File: config.mk
export PLATFORM = sky130hd
export DESIGN_NAME = display_scan_decoder
export DESIGN_NICKNAME = d
export VERILOG_FILES = /design/src/rtl/display_scan_decoder.sv
export SDC_FILE = /design/constraint.sdc
export NUM_CORES = 1
export LEC_CHECK = 0
export ABC_AREA = 1
export BUFFER_PORTS_ARGS = -buffer_cell sky130_fd_sc_hd__buf_2
export CELL_PAD_IN_SITES_DETAIL_PLACEMENT = 1
export CELL_PAD_IN_SITES_GLOBAL_PLACEMENT = 2
export CORE_MARGIN = 3
export CORE_UTILIZATION = 30
export CTS_CLUSTER_SIZE = 25
export DETAILED_ROUTE_END_ITERATION = 7
export PLACE_DENSITY = 0.82
export SYNTH_ARGS = -nofsm -noshare
export SYNTH_HDL_FRONTEND = slang
export SYNTH_SLANG_ARGS = --single-unit
File: constraint.sdc
create_clock -name CLK_IN -period 1.88 [get_ports CLK_IN]
set_input_delay 0.282 -clock CLK_IN [delete_from_list [all_inputs] [get_ports CLK_IN]]
set_output_delay 0.282 -clock CLK_IN [all_outputs]
set_load 0.1 [all_outputs]
File: src/rtl/display_scan_decoder.sv
// Recovers the digits shown on a multiplexed 4-digit 7-segment display. The scan lines are
// synchronised, each digit/segment pair is debounced, and the result is decoded and checked.
//
// state       | meaning
// ------------+-----------------------------------------------------------------
// IDLE        | no single digit selected, nothing pending
// WAIT_STABLE | a digit/pattern pair is being counted toward STABLE_CYC
// CAPTURED    | current pair already captured, waiting for it to change
module display_scan_decoder #(
    parameter int         STABLE_CYC  = 4,
    parameter int         TIMEOUT_CYC = 1000000,
    parameter logic [3:0] DIG_MASK    = 4'b1111
) (
    input  logic       CLK_IN,
    input  logic       RST_N,
    input  logic       DG1,
    input  logic       DG2,
    input  logic       DG3,
    input  logic       DG4,
    input  logic [6:0] SEG_IN,
    output logic [3:0] DIG1,
    output logic [3:0] DIG2,
    output logic [3:0] DIG3,
    output logic [3:0] DIG4,
    output logic [3:0] DIG_VLD,
    output logic [6:0] SEC_BIN,
    output logic       SEC_OK,
    output logic       FRAME_DONE,
    output logic       SEG_ERR,
    output logic       STALE
);

    typedef enum logic [1:0] {
        IDLE,
        WAIT_STABLE,
        CAPTURED
    } state_t;

    localparam logic [3:0]  STABLE_LIM  = 4'(STABLE_CYC);
    localparam logic [19:0] TIMEOUT_LIM = 20'(TIMEOUT_CYC);
    localparam logic [3:0]  CODE_BLANK  = 4'hF;
    localparam logic [3:0]  CODE_ERR    = 4'hE;

    logic [3:0]      dg_s1;
    logic [3:0]      dg_s2;
    logic [6:0]      seg_s1;
    logic [6:0]      seg_s2;

    state_t          state;
    logic [3:0]      stab_cnt;
    logic [1:0]      cur_idx;
    logic [6:0]      cur_pat;

    logic [3:0][3:0] dig;
    logic [3:0]      dig_vld;
    logic [3:0]      frame_bits;
    logic [19:0]     tmo_cnt;
    logic            cap_d;
    logic [6:0]      sec_bin;
    logic            sec_ok;
    logic            frame_done;
    logic            seg_err;
    logic            stale;

    logic            sel_vld;
    logic [1:0]      sel_idx;
    logic            same_sel;
    logic            restart;
    logic            cap_now;
    logic [3:0]      cnt_inc;
    logic [3:0]      cap_code;
    logic [3:0]      sel_bit;
    logic            frame_full;
    logic [6:0]      sec_sum;

    function automatic logic [3:0] seg_decode(input logic [6:0] pat);
        logic [3:0] code;
        case (pat)
            7'h7E:   code = 4'd0;
            7'h30:   code = 4'd1;
            7'h6D:   code = 4'd2;
            7'h79:   code = 4'd3;
            7'h33:   code = 4'd4;
            7'h5B:   code = 4'd5;
            7'h5F:   code = 4'd6;
            7'h70:   code = 4'd7;
            7'h7F:   code = 4'd8;
            7'h7B:   code = 4'd9;
            7'h00:   code = CODE_BLANK;
            default: code = CODE_ERR;
        endcase
        return code;
    endfunction

    // Selects are active-low; anything other than exactly one low line means no digit.
    always_comb begin
        sel_vld = 1'b1;
        sel_idx = 2'd0;
        case (dg_s2)
            4'b1110: sel_idx = 2'd0;
            4'b1101: sel_idx = 2'd1;
            4'b1011: sel_idx = 2'd2;
            4'b0111: sel_idx = 2'd3;
            default: sel_vld = 1'b0;
        endcase
    end

    assign same_sel   = (sel_idx == cur_idx) && (seg_s2 == cur_pat);
    assign restart    = sel_vld && ((state == IDLE) || !same_sel);
    assign cnt_inc    = stab_cnt + 4'd1;
    // A freshly loaded pair already counts as one stable cycle, so STABLE_CYC=1 captures at once.
    assign cap_now    = (restart && (STABLE_LIM == 4'd1))
                      || (sel_vld && same_sel && (state == WAIT_STABLE) && (cnt_inc == STABLE_LIM));
    assign cap_code   = seg_decode(seg_s2);
    assign sel_bit    = 4'b0001 << sel_idx;
    assign frame_full = (frame_bits & DIG_MASK) == DIG_MASK;
    assign sec_sum    = 7'(dig[2]) * 7'd10 + 7'(dig[3]);

    always_ff @(posedge CLK_IN) begin
        if (!RST_N) begin
            dg_s1  <= 4'hF;
            dg_s2  <= 4'hF;
            seg_s1 <= 7'h00;
            seg_s2 <= 7'h00;
        end else begin
            dg_s1  <= {DG4, DG3, DG2, DG1};
            dg_s2  <= dg_s1;
            seg_s1 <= SEG_IN;
            seg_s2 <= seg_s1;
        end
    end

    always_ff @(posedge CLK_IN) begin
        if (!RST_N) begin
            state    <= IDLE;
            stab_cnt <= 4'd0;
            cur_idx  <= 2'd0;
            cur_pat  <= 7'h00;
        end else if (!sel_vld) begin
            state    <= IDLE;
            stab_cnt <= 4'd0;
        end else if (restart) begin
            cur_idx  <= sel_idx;
            cur_pat  <= seg_s2;
            stab_cnt <= 4'd1;
            state    <= cap_now ? CAPTURED : WAIT_STABLE;
        end else if (state == WAIT_STABLE) begin
            stab_cnt <= cnt_inc;
            if (cap_now) begin
                state <= CAPTURED;
            end
        end
    end

    always_ff @(posedge CLK_IN) begin
        if (!RST_N) begin
            dig        <= {4{CODE_BLANK}};
            dig_vld    <= 4'b0000;
            frame_bits <= 4'b0000;
            frame_done <= 1'b0;
            seg_err    <= 1'b0;
            sec_bin    <= 7'd0;
            sec_ok     <= 1'b0;
            tmo_cnt    <= 20'd0;
            stale      <= 1'b0;
            cap_d      <= 1'b0;
        end else begin
            cap_d      <= cap_now;
            seg_err    <= 1'b0;
            frame_done <= frame_full;
            if (cap_d) begin
                sec_bin <= sec_sum;
                sec_ok  <= (dig[2] <= 4'd5) && (dig[3] <= 4'd9) && dig_vld[2] && dig_vld[3];
            end
            if (cap_now) begin
                dig[sel_idx] <= cap_code;
                tmo_cnt      <= 20'd0;
                stale        <= 1'b0;
                if (cap_code == CODE_ERR) begin
                    dig_vld[sel_idx] <= 1'b0;
                    seg_err          <= 1'b1;
                    frame_bits       <= frame_full ? 4'b0000 : frame_bits;
                end else begin
                    dig_vld[sel_idx] <= (cap_code != CODE_BLANK);
                    frame_bits       <= (frame_full ? 4'b0000 : frame_bits) | sel_bit;
                end
            end else begin
                if (frame_full) begin
                    frame_bits <= 4'b0000;
                end
                // Saturating timeout; a capture in the same cycle takes priority above.
                if (tmo_cnt != TIMEOUT_LIM) begin
                    tmo_cnt <= tmo_cnt + 20'd1;
                    if ((tmo_cnt + 20'd1) == TIMEOUT_LIM) begin
                        stale   <= 1'b1;
                        dig_vld <= 4'b0000;
                    end
                end
            end
        end
    end

    assign DIG1       = dig[0];
    assign DIG2       = dig[1];
    assign DIG3       = dig[2];
    assign DIG4       = dig[3];
    assign DIG_VLD    = dig_vld;
    assign SEC_BIN    = sec_bin;
    assign SEC_OK     = sec_ok;
    assign FRAME_DONE = frame_done;
    assign SEG_ERR    = seg_err;
    assign STALE      = stale;

endmodule
==> metrics <==
drt initial violations 159; main area contributors after synthesis dfxtp_1 (41%), nand2_1 (12%), inv_1 (6.0%), nor2_1 (6.0%), nand3_1 (5.3%); GRT overflow 0; routed len/inst 14.3 µm; crit path time final 1.87 ns; slew at the pin with the worst max-slew slack 0.502 ns; Slew Viols, Final 0; IO buf count 43; via/cell ratio 4.73; largest fanout on the critical path 6; CP required 2.14 ns; area leader, netlist dfxtp_1; Post-DRT Antenna Nets 0; number of flops mapped to enable cells by yosys 0; htree depth 3; first-pass GRT wire length 22200 µm; boundary pin count 44; Synthesis Warnings 0; Post-synth top flop dfxtp_1; Post-Syn Nets 667; FMAX 534 MHz; DR pass1 iterations 4; most frequent cell after synthesis nand2_1; Tightest Hold Check Type in -> reg; Seq/Total Area, Yosys 40.5%; largest net degree at the start of global routing 24; Final #Nets 771; n_diodes 0; vias post-DR 4427; height of the die 130 µm; final worst path period share 99.7%; initial antenna violation count 0; RSZ-0062 raised after global routing yes; drt drc 0; Clock Skew 0.0101 ns; ys async rst share 0%; Leak 2.83 nW; top cell type's share of synthesized area 40.5%; CTS tree built; Cell variety after synth 36; Final HPWL DP 9870 µm; Final Wtd Congestion 0.825; Setup Viol. Count Final 0; CP Data Arrival Time 2.13 ns; total power 4.59 mW; CP endpoint kind flip-flop; Std-Cell Rows 44; Clk Latency, worst-skew pair 0.36 ns; clock root buffer clkbuf_16; Sum Neg Setup Slack 0 ns; Post-Route WL 13400 µm; Mapped Area 0.00460 mm²; post-route setup slack 0.00612 ns; core area 0.0148 mm²; Synth Register Bits 93; Initial Utilization 31.2%; status finished, final reports clean; peak supply drop 0.000469 V; layout cells sized above 1 34.9%; CTS clock-pin slew for the worst setup and hold paths 0.07 ns; Die ar. 0.0168 mm²; critical path startpoint category flip-flop; CTS sink cnt 93; TritonCTS buffer count 9; max cap viols 0; final hold violations 0; Area growth, synth to finish 36.1%; Post-Syn Area per Cell 7.16 µm²; vias in the first global route 4671; overall routing resource usage 16.5%; relative slew slack 66.8%; PD cells 733 mW/mm²; synthesized instance count 642; Clock Path Buffers 2; Post-synth top cells nand2_1 (148), dfxtp_1 (93), inv_1 (74), nor2_1 (74), nand3_1 (49); classification of the worst setup path reg -> reg; Die Span X 130 µm; DP Worst Slack -0.145 ns
power by group:
group | switching, mW | internal, mW
registers | 0.0392 | 2.01
logic | 0.238 | 0.167
clock network | 0.819 | 1.31
total | 1.10 | 3.49
final timing paths:
check | startpoint | endpoint | slack (ns) | cells past startpoint
setup / recovery | tmo_cnt[1] | DIG_VLD[2] | 0.006 | 15
hold / removal | SEG_IN[5] | seg_s1[5] | 0.11 | 3
setup reg to reg | tmo_cnt[1] | DIG_VLD[2] | 0.006 | 15
hold reg to reg | seg_s1[6] | seg_s2[6] | 0.41 | 2
worst max-delay path, stage by stage, from the launching register on:
cell     delay (ns)
dfxtp_4        0.37
ha_4           0.16
nand2_4        0.06
nor2_4         0.12
buf_4          0.13
nand4_1        0.11
nand2_2        0.13
nand2_1        0.07
nor2_2         0.10
nand2_1        0.06
nor2_2         0.07
nand2_1        0.09
nand2_4        0.12
nand3_2        0.06
nand2_1        0.07
nor2_1         0.04
layout by cell type, fill, tap and decap left out, types with 2 or more instances in the layout:
cell,instances
o21bai_1,2
inv_1,69
inv_4,2
dfxtp_1,66
nor2_4,10
ha_1,5
o211ai_1,5
nand4_1,14
buf_4,58
nor2_2,16
a21oi_1,36
nor2_1,63
xnor2_1,11
clkbuf_16,9
dfxtp_4,8
nor3_1,4
o21ai_0,25
clkinv_1,2
nand2_4,9
buf_2,43
buf_12,3
o21ai_1,6
bufinv_16,3
inv_6,5
nand2_2,17
buf_6,3
nand3_2,11
a21oi_2,8
xor2_1,4
nand2_1,133
ha_4,4
nand3b_1,2
xor2_2,4
inv_2,7
fa_1,2
dfxtp_2,19
nand3_1,39
or2_2,11
layer usage:
metal,up-vias,share of wire [%],track usage [%],wire length [µm]
li1,2248,-,-,-
met1,2121,43,19.4,5730
met2,44,53,30.0,7110
met3,14,2.7,3.15,358
met4,0,1.5,5.26,206
met5,-,0,0,0
flip-flops by register name, summed over array words and instances, names as in the netlist, 7 cells and up:
register and count:
seg_s1 7, seg_s2 7, cur_pat 7, tmo_cnt 20, SEC_BIN 7
cells by family after synthesis:
family                   after synthesis  synth area share [%]
AND/OR/NAND/NOR                      336                  33.7
buffers and inverters                 96                  8.55
flip-flops                            93                  40.5
AO/OA/AOI/OAI                         86                  10.0
XOR/XNOR                              19                  3.62
adder cells (fa/ha/maj)               12                  3.59
timing repair:
action	4_1_cts	5_1_grt
cloned	0	0
hold buffers	0	0
buffers inserted	8	11
pin swaps	21	25
endpoints found under the setup margin	11	54
resized for setup	40	81
area by class of cell:
class,instances,area (µm²)
inverters,82,324
clock buffers,9,225
repair buffers,107,744
multi-input cells,453,2700
clock inverters,7,120
well taps,184,230
fillers,1803,8500
flip-flops and latches,93,1920
metrics by stage:
stage          area, µm²  instances  utilization, %  hold WS [ns]
2_1_floorplan       4630        642               -         0.380
6_report            6260        935            42.4         0.105
3_5_place_dp        5350        900            36.3         0.401
3_3_place_gp        5350        900            36.3         0.395
4_1_cts             5890        924            39.9        0.0915
5_1_grt             6260        935            42.4         0.110
(Power assumes the default switching activity.)
